===== src/rtl/axi_lite_mailbox.sv =====
// -----------------------------------------------------------------------------
// axi_lite_mailbox
//   AXI-Lite register mailbox between a capture-side job source and software.
//   The capture side posts a 128-bit job (start/pt). Software reads PT0-PT3,
//   writes the result into CT0-CT3, then writes DONE. DONE publishes the result
//   on ct and releases busy. A start that arrives while a job is outstanding is
//   dropped and counted in a saturating counter that clears on a STATUS read.
//
// Ports
//   clk, reset          : single clock, synchronous active-high reset
//   mem_axi_aw* / w* / b*: AXI-Lite write address, data and response
//   mem_axi_ar* / r*    : AXI-Lite read address and data
//   start, pt           : job request pulse and its 128-bit input
//   ct                  : job result, updated on DONE
//   busy                : job outstanding (accepted start until DONE)
//   irq                 : pending AND irq_en
// -----------------------------------------------------------------------------
module axi_lite_mailbox #(
   parameter int DECODE_BITS = 8,
   parameter int DROP_W      = 8
) (
   input  logic         clk,
   input  logic         reset,
   input  logic         mem_axi_awvalid,
   output logic         mem_axi_awready,
   input  logic [31:0]  mem_axi_awaddr,
   input  logic [2:0]   mem_axi_awprot,
   input  logic         mem_axi_wvalid,
   output logic         mem_axi_wready,
   input  logic [31:0]  mem_axi_wdata,
   input  logic [3:0]   mem_axi_wstrb,
   output logic         mem_axi_bvalid,
   input  logic         mem_axi_bready,
   input  logic         mem_axi_arvalid,
   output logic         mem_axi_arready,
   input  logic [31:0]  mem_axi_araddr,
   input  logic [2:0]   mem_axi_arprot,
   output logic         mem_axi_rvalid,
   input  logic         mem_axi_rready,
   output logic [31:0]  mem_axi_rdata,
   input  logic         start,
   input  logic [127:0] pt,
   output logic [127:0] ct,
   output logic         busy,
   output logic         irq
);

   // Word index = addr[DECODE_BITS-1:2]; the upper index bits select the group
   // (PT at 0x10-0x1C, CT at 0x20-0x2C) and the low two bits select the word.
   localparam int IDX_W = DECODE_BITS - 2;
   localparam int GRP_W = IDX_W - 2;
   localparam logic [IDX_W-1:0] IDX_STATUS = IDX_W'(0);
   localparam logic [IDX_W-1:0] IDX_DONE   = IDX_W'(1);
   localparam logic [IDX_W-1:0] IDX_IRQ_EN = IDX_W'(2);
   localparam logic [GRP_W-1:0] GRP_PT     = GRP_W'(1);
   localparam logic [GRP_W-1:0] GRP_CT     = GRP_W'(2);

   typedef enum logic {S_IDLE = 1'b0, S_BUSY = 1'b1} state_t;

   state_t             state;
   logic               ports_en;   // low in reset and for the first cycle after
   logic               aw_held, w_held, bvalid_q, rvalid_q;
   logic [IDX_W-1:0]   aw_idx_q;
   logic [31:0]        w_data_q;
   logic [3:0]         w_strb_q;
   logic [31:0]        rdata_q, rd_word;
   logic               pending, irq_en;
   logic [DROP_W-1:0]  drop_cnt;
   logic [3:0][31:0]   pt_q, ct_q;

   logic [IDX_W-1:0]   ar_idx;
   logic               aw_fire, w_fire, ar_fire, wr_commit;
   logic               done_wr, start_drop, status_rd;

   logic unused_ok;
   assign unused_ok = ^{mem_axi_awprot, mem_axi_arprot,
                        mem_axi_awaddr[31:DECODE_BITS], mem_axi_awaddr[1:0],
                        mem_axi_araddr[31:DECODE_BITS], mem_axi_araddr[1:0]};

   assign mem_axi_awready = ports_en && !aw_held && !bvalid_q;
   assign mem_axi_wready  = ports_en && !w_held  && !bvalid_q;
   assign mem_axi_arready = ports_en && !rvalid_q;
   assign mem_axi_bvalid  = bvalid_q;
   assign mem_axi_rvalid  = rvalid_q;
   assign mem_axi_rdata   = rdata_q;
   assign busy            = (state == S_BUSY);
   assign irq             = pending && irq_en;

   assign aw_fire    = mem_axi_awvalid && mem_axi_awready;
   assign w_fire     = mem_axi_wvalid  && mem_axi_wready;
   assign ar_fire    = mem_axi_arvalid && mem_axi_arready;
   assign ar_idx     = mem_axi_araddr[DECODE_BITS-1:2];
   // Register update happens once, on the edge where both halves are held.
   assign wr_commit  = aw_held && w_held && !bvalid_q;
   assign done_wr    = wr_commit && (aw_idx_q == IDX_DONE) && w_strb_q[0] && w_data_q[0];
   assign start_drop = start && (state == S_BUSY);
   assign status_rd  = ar_fire && (ar_idx == IDX_STATUS);

   function automatic logic [31:0] merge_bytes(input logic [31:0] old_word,
                                               input logic [31:0] new_word,
                                               input logic [3:0]  strb);
      logic [31:0] res;
      for (int b = 0; b < 4; b++)
         res[8*b +: 8] = strb[b] ? new_word[8*b +: 8] : old_word[8*b +: 8];
      return res;
   endfunction

   // Write channel: AW and W captured independently, response held until taken.
   always_ff @(posedge clk) begin
      // NOTE: flops use <= so every block sees pre-edge values of the others.
      if (reset) begin
         ports_en <= 1'b0;
         aw_held  <= 1'b0;
         w_held   <= 1'b0;
         bvalid_q <= 1'b0;
         aw_idx_q <= '0;
         w_data_q <= '0;
         w_strb_q <= '0;
      end else begin
         ports_en <= 1'b1;
         if (aw_fire) begin
            aw_held  <= 1'b1;
            aw_idx_q <= mem_axi_awaddr[DECODE_BITS-1:2];
         end
         if (w_fire) begin
            w_held   <= 1'b1;
            w_data_q <= mem_axi_wdata;
            w_strb_q <= mem_axi_wstrb;
         end
         if (wr_commit) begin
            bvalid_q <= 1'b1;
         end else if (bvalid_q && mem_axi_bready) begin
            bvalid_q <= 1'b0;
            aw_held  <= 1'b0;
            w_held   <= 1'b0;
         end
      end
   end

   // Read data mux, sampled into rdata_q on the AR handshake.
   always_comb begin
      // NOTE: default first so every path assigns rd_word and no latch forms.
      rd_word = '0;
      if (ar_idx == IDX_STATUS) begin
         rd_word[8 +: DROP_W] = drop_cnt;
         rd_word[1]           = busy;
         rd_word[0]           = pending;
      end else if (ar_idx == IDX_IRQ_EN) begin
         rd_word[0] = irq_en;
      end else if (ar_idx[IDX_W-1:2] == GRP_PT) begin
         rd_word = pt_q[ar_idx[1:0]];
      end else if (ar_idx[IDX_W-1:2] == GRP_CT) begin
         rd_word = ct_q[ar_idx[1:0]];
      end
   end

   always_ff @(posedge clk) begin
      if (reset) begin
         rvalid_q <= 1'b0;
         rdata_q  <= '0;
      end else if (ar_fire) begin
         rvalid_q <= 1'b1;
         rdata_q  <= rd_word;
      end else if (rvalid_q && mem_axi_rready) begin
         rvalid_q <= 1'b0;
      end
   end

   // Register file and job FSM.
   always_ff @(posedge clk) begin
      if (reset) begin
         state    <= S_IDLE;
         pending  <= 1'b0;
         irq_en   <= 1'b0;
         drop_cnt <= '0;
         // NOTE: PT/CT word arrays are plain flops and are cleared like any other state.
         pt_q     <= '0;
         ct_q     <= '0;
         ct       <= '0;
      end else begin
         if (wr_commit) begin
            if (aw_idx_q == IDX_IRQ_EN && w_strb_q[0])
               irq_en <= w_data_q[0];
            if (aw_idx_q[IDX_W-1:2] == GRP_CT)
               ct_q[aw_idx_q[1:0]] <= merge_bytes(ct_q[aw_idx_q[1:0]], w_data_q, w_strb_q);
         end

         case (state)
            S_IDLE: if (start) begin
               pt_q    <= pt;
               pending <= 1'b1;
               state   <= S_BUSY;
            end
            S_BUSY: if (done_wr) begin
               ct      <= ct_q;
               pending <= 1'b0;
               state   <= S_IDLE;
            end
         endcase

         // A STATUS read returns the old count and clears it; a drop on the
         // same edge is not lost.
         if (status_rd)
            drop_cnt <= start_drop ? DROP_W'(1) : '0;
         else if (start_drop && drop_cnt != '1)
            drop_cnt <= drop_cnt + 1'b1;
      end
   end

endmodule


===== config.mk =====
export PLATFORM = sky130hd
export DESIGN_NAME = axi_lite_mailbox
export DESIGN_NICKNAME = d
export VERILOG_FILES = /design/src/rtl/axi_lite_mailbox.sv
export SDC_FILE = /design/constraint.sdc
export NUM_CORES = 1
export LEC_CHECK = 0
export CORE_ASPECT_RATIO = 0.75
export CORE_UTILIZATION = 50
export CTS_CLUSTER_DIAMETER = 60
export DETAILED_ROUTE_END_ITERATION = 12
export HOLD_SLACK_MARGIN = 0.05
export PLACE_DENSITY = 0.89
export SLEW_MARGIN = 20
export SYNTH_ARGS = -nofsm -noshare
export SYNTH_HDL_FRONTEND = slang
export SYNTH_SLANG_ARGS = --single-unit

===== constraint.sdc =====
create_clock -name clk -period 2.1 [get_ports clk]
set_input_delay 0.315 -clock clk [delete_from_list [all_inputs] [get_ports clk]]
set_output_delay 0.315 -clock clk [all_outputs]
set_load 0.01 [all_outputs]

==> impl_metrics.env, run 1 <==
export IMPL_drv_cap=0
export IMPL_gp_congestion=0.906
export IMPL_min_path_cells=3
export IMPL_async_flop_share=0
export IMPL_synthesis_area_um2=18900
export IMPL_cp_slowest_stage_delay_ns=0.40
export IMPL_drc_errors=0
export IMPL_crit_chain="nor4_4, buf_4, nand4_1, buf_4, clkbuf_16, mux2i_2, nor2_1"
export IMPL_ys_flop_type="dfxtp_1"
export IMPL_synthCells=1970
export IMPL_slew_headroom=0.284
export IMPL_drive_gt1_frac=0.111
export IMPL_drt_total_wl_mm=58.6
export IMPL_ir_worst_vdd_mv=0.629
export IMPL_fp_row_count=61
export IMPL_grt_pass1_vias=16400
export IMPL_worstPathMaxFanout=44
export IMPL_slowest_stage="nor4_4"
export IMPL_boundaryPins=409
export IMPL_setup_viol=1
export IMPL_yosysWarnings=0
export IMPL_final_min_clock_period_ns=2.12
export IMPL_crit_path_end_kind="register"
export IMPL_grt_max_degree=173
export IMPL_skew_ns=0.0260
export IMPL_drt_pass1_iter_count=5
export IMPL_htree_levels=2
export IMPL_p_per_area_nw_per_um2=773
export IMPL_cts_tree="built"
export IMPL_tns_ns=-0.0196
export IMPL_worst_path_stages=7
export IMPL_start_util=0.509
export IMPL_crit_top_cell="buf_4"
export IMPL_final_hold_violation_count=0
export IMPL_area_delta_synth_final_pct=31.0
export IMPL_setup_slack_ns=-0.0196
export IMPL_synth_edf_count=0
export IMPL_antenna_found_initial=3
export IMPL_crit_type="register to register"
export IMPL_grt_overflow_total=0
export IMPL_clkSlewWorstSetupHoldPaths_ns=0.07
export IMPL_syn_area_per_cell_um2=9.60
export IMPL_worst_hold_path_type="input port to register"
export IMPL_cts_root_buf="clkbuf_16"
export IMPL_arrival_ns=2.52
export IMPL_timing_fmax_ghz=0.472
export IMPL_synth_cell_types=42
export IMPL_core_area_um2=37200
export IMPL_fin_crit_sh=1.01
export IMPL_fin_util=0.667
export IMPL_die_area_um2=38600
export IMPL_crit_buf_inv=3
export IMPL_power_leakage_nw=9.63
export IMPL_drt_initial_drc_count=1348
export IMPL_clkLatencyLatePin_ns=0.56
export IMPL_vias=16400
export IMPL_yosysSeqAreaShare=0.502
export IMPL_synth_net_count=2213
export IMPL_vias_per_cell=5.80
export IMPL_startpoint_type="register"
export IMPL_track_usage=0.299
export IMPL_critPathTopFamily="buffers and inverters"
export IMPL_grt_pass1_wl_mm=89.4
export IMPL_dieWidth_um=227
export IMPL_cp_required_ns=2.50
export IMPL_die_y_um=170
export IMPL_fin_nets=2525
export IMPL_clock_path_buffers=3
export IMPL_tightest_slew_ns=1.07
export IMPL_violations="setup timing"
export IMPL_slew_violations=0
export IMPL_numCtsBuffers=44
export IMPL_r2r_cells=7
export IMPL_port_buffers=350
export IMPL_clock_sinks=474
export IMPL_final_antenna_net_count=0
export IMPL_status="finished, violations left"
export IMPL_fill_cells=2743
export IMPL_ys_seq_elements=474
export IMPL_hpwl_mm=39.6
export IMPL_wl_per_cell_um=20.8
-- cell usage in the layout, fill, tap and decap left out, drive strengths merged, types with 14 or more instances in the layout --
cell type        n
nand2          482
dfxtp          474
clkdlybuf4s50  345
a21oi          174
mux2i          170
o21ai          150
nor2           146
mux4            96
buf             69
clkbuf          64
a22oi           33
and2            14
-- final timing paths --
kind,start,end,slack [ns]
max reg2reg,aw_idx_q[4],ct[113],-0.02
min,mem_axi_wdata[12],w_data_q[12],0.30
min reg2reg,pt_q[69],pt_q[69],0.45
max,aw_idx_q[4],ct[113],-0.02
-- metrics by stage --
stage	instance area, µm²	total power, mW	hold slack, ns	setup WS (ns)	std cells
2_1_floorplan	18900	10.2	0.396	0.351	1970
3_3_place_gp	23200	10.9	0.440	0.0735	2735
3_5_place_dp	23200	11.0	0.443	-0.0200	2735
4_1_cts	24700	19.2	0.281	0.0109	2816
5_1_grt	24800	19.8	0.284	-0.0223	2822
6_report	24800	19.2	0.301	-0.0196	2822
-- tightest hold or removal path, stage by stage --
cell and delay [ns]:
clkdlybuf4s50_1 0.39, nand2_1 0.06, a21oi_1 0.05
-- state kept, by name, indices dropped and copies added (netlist names), 4 cells and up --
| register | cells |
|---|---|
| ct_q | 128 |
| pt_q | 128 |
| drop_cnt | 8 |
| mem_axi_rdata | 32 |
| ct | 128 |
| w_strb_q | 4 |
| w_data_q | 32 |
| aw_idx_q | 6 |
-- report_power, final --
part | switching, mW | total [mW] | leakage, nW | internal, mW
Clock | 3.45 | 8.38 | 0.766 | 4.92
Combinational | 0.763 | 1.49 | 5.02 | 0.723
Sequential | 0.122 | 9.30 | 3.84 | 9.18
-- final cells by class --
| class | count | area, µm² | area share |
|---|---|---|---|
| sequential | 474 | 9500 | 0.383 |
| multi-input combinational | 1340 | 8840 | 0.357 |
| timing repair buffer | 418 | 4260 | 0.172 |
| clock buffer | 63 | 1340 | 0.0539 |
| tap | 504 | 631 | 0.0254 |
| clock inverter | 17 | 199 | 0.00803 |
| inverter | 4 | 15.0 | 0.000606 |
| antenna | 2 | 5.00 | 0.000202 |
-- metal layers --
metal,global-route usage,wire length (µm)
met1,0.371,22900
met2,0.483,27400
met3,0.0647,5200
met4,0.170,3090
met5,0,16
-- cell usage after synthesis (4+ instances only) --
master    number  area, µm²
nand2_1      482       1810
dfxtp_1      474       9490
a21oi_1      174        871
mux2i_1      170       1700
nor2_1       146        548
o21ai_0      145        726
clkbuf_1     108        405
mux4_2        96       2160
a22oi_1       33        248
buf_2         25        125
and2_1        14       87.6
buf_6         11        124
o22ai_1        9       56.3
a31oi_1        8       50.1
buf_1          8       30.0
nor2b_1        5       31.3
nor3_1         5       25.0
o21ai_1        5       25.0
a41oi_1        4       35.0
inv_1          4       15.0
nand4_1        4       25.0
or3_1          4       25.0
xor2_1         4       35.0
-- cells by family after synthesis --
family,synth area share
buffers and inverters,0.0370
xor gates and xnor gates,0.00232
AOI/OAI and AO/OA,0.110
DFF,0.502
adders and majority gates,0.000662
and+or+nand+nor,0.144
muxes,0.204
-- what timing repair did --
item,CTS,global route
hold buffers,1,0
pin swaps,0,1
resized for setup,4,4
buffers inserted,0,3
hold endpoints to repair,2,0
gates cloned,0,1
endpoints found under the setup margin,3,93
Note: power is estimated with default switching activity, not from simulation.
==> run 2: changes to the inputs <==
CORE_MARGIN = 2   (was unset)
==> impl_metrics.env, run 2 (synthesis gave the netlist of run 1 again) <==
export IMPL_fin_crit_sh=0.978
export IMPL_drt_initial_drc_count=1619
export IMPL_drv_cap=0
export IMPL_fill_cells=2732
export IMPL_htree_levels=2
export IMPL_core_area_um2=37200
export IMPL_timing_fmax_ghz=0.487
export IMPL_start_util=0.509
export IMPL_cts_tree="built"
export IMPL_critPathTopFamily="buffers and inverters"
export IMPL_internal_power_mw=15.0
export IMPL_drt_total_wl_mm=59.3
export IMPL_final_cell_mix="nand2_1 (481), dfxtp_1 (471), clkdlybuf4s50_1 (345), a21oi_1 (174), mux2i_1 (170)"
export IMPL_final_antenna_net_count=0
export IMPL_tns_ns=0
export IMPL_status="finished, final reports clean"
export IMPL_drc_errors=0
export IMPL_pwr_share_comb=0.076
export IMPL_setup_slack_ns=0.0463
export IMPL_setup_viol=0
export IMPL_grt_max_degree=108
export IMPL_antenna_found_initial=2
export IMPL_crit_path_end_kind="output port"
export IMPL_die_area_um2=39400
export IMPL_power_leakage_nw=9.64
export IMPL_grt_pass1_vias=16300
export IMPL_wl_per_cell_um=21.0
export IMPL_top_regs="ct x128, ct_q x128, pt_q x128"
export IMPL_cts_root_buf="clkbuf_16"
export IMPL_grt_overflow_total=0
export IMPL_p_per_area_nw_per_um2=783
export IMPL_clkLatencyLatePin_ns=0.57
export IMPL_worstPathMaxFanout=7
export IMPL_arrival_ns=1.74
export IMPL_pwr_share_clk=0.445
export IMPL_dpl_worst_slack_ns=-0.00278
export IMPL_switchingPower_mw=4.46
export IMPL_final_common_cell="nand2_1"
export IMPL_slowest_stage="clkdlybuf4s50_1"
export IMPL_dieWidth_um=229
export IMPL_fin_nets=2520
export IMPL_die_y_um=172
export IMPL_final_min_clock_period_ns=2.05
export IMPL_cp_slowest_stage_delay_ns=0.60
export IMPL_tightest_slew_ns=1.08
export IMPL_cp_required_ns=1.78
export IMPL_gp_congestion=0.931
export IMPL_boundaryPins=409
export IMPL_drive_gt1_frac=0.111
export IMPL_crit_chain="buf_4, clkdlybuf4s50_1"
export IMPL_ctsHoldBuffers=0
export IMPL_startpoint_type="register"
export IMPL_worst_hold_path_type="input port to register"
export IMPL_drt_pass1_iter_count=5
export IMPL_switching_share=0.230
export IMPL_clock_sinks=474
export IMPL_numCtsBuffers=45
export IMPL_vias_per_cell=5.81
export IMPL_port_buffers=350
export IMPL_vias=16400
export IMPL_grt_pass1_wl_mm=90.7
export IMPL_seqPwrFrac=0.479
export IMPL_hpwl_mm=40.7
export IMPL_track_usage=0.293
export IMPL_fp_row_count=61
export IMPL_skew_ns=0.0285
export IMPL_final_hold_violation_count=0
export IMPL_clock_path_buffers=3
export IMPL_grt_setup_unrepaired="no"
export IMPL_ir_worst_vdd_mv=0.616
export IMPL_slew_violations=0
export IMPL_slew_headroom=0.278
export IMPL_area_delta_synth_final_pct=31.1
export IMPL_clkSlewWorstSetupHoldPaths_ns=0.06
export IMPL_fin_util=0.667
export IMPL_crit_type="register to output port"
export IMPL_crit_buf_inv=2
==> run 2: power groups by stage <==
stage          registers, mW  clock network [mW]  logic (mW)
4_1_cts                 9.30                8.70        1.48
6_report                9.30                8.63        1.48
3_5_place_dp            9.50                   0        1.47
5_1_grt                 9.31                9.05        1.58
3_3_place_gp            9.48                   0        1.44
2_1_floorplan           9.45                   0       0.742
==> run 2: metal layers <==
metal	wire, µm	vias up	track usage
met5	0	-	0
met4	2380	0	0.126
met3	4940	156	0.0561
met2	28900	844	0.509
met1	23000	7912	0.360
li1	-	7461	-
==> run 2: area by class of cell <==
type / instances / area, µm² / share of cell area
Sequential cell: 474 / 9490 / 0.383
Antenna cell: 2 / 5.00 / 0.000202
Clock buffer: 63 / 1330 / 0.0535
Multi-Input combinational cell: 1340 / 8840 / 0.357
Tap cell: 504 / 631 / 0.0254
Inverter: 4 / 15.0 / 0.000606
Timing Repair Buffer: 412 / 4230 / 0.171
Clock inverter: 21 / 253 / 0.0102
==> run 2: through the flow <==
step | instances | hold slack [ns] | power (mW) | instance area (µm²)
2_1_floorplan | 1970 | 0.396 | 10.2 | 18900
3_3_place_gp | 2734 | 0.440 | 10.9 | 23200
3_5_place_dp | 2734 | 0.443 | 11.0 | 23200
4_1_cts | 2818 | 0.0627 | 19.5 | 24800
5_1_grt | 2820 | 0.0809 | 19.9 | 24800
6_report | 2820 | 0.0863 | 19.4 | 24800
==> run 2: worst paths after layout <==
path | end | slack (ns) | depth (start not counted) | start
worst min-delay path | ct[103] | 0.09 | 2 | reset
worst min register to register | pt_q[78] | 0.45 | 2 | pt_q[78]
worst max-delay path | busy | 0.05 | 2 | busy
worst max register to register | ct[82] | 0.09 | 5 | aw_idx_q[5]
==> run 2: repair_timing <==
action / 4_1_cts / 5_1_grt
gates resized for setup: 5 / 0
pin swaps: 0 / 1
cloned: 0 / 0
endpoints found under the setup margin: 3 / 2
buffers inserted: 0 / 0
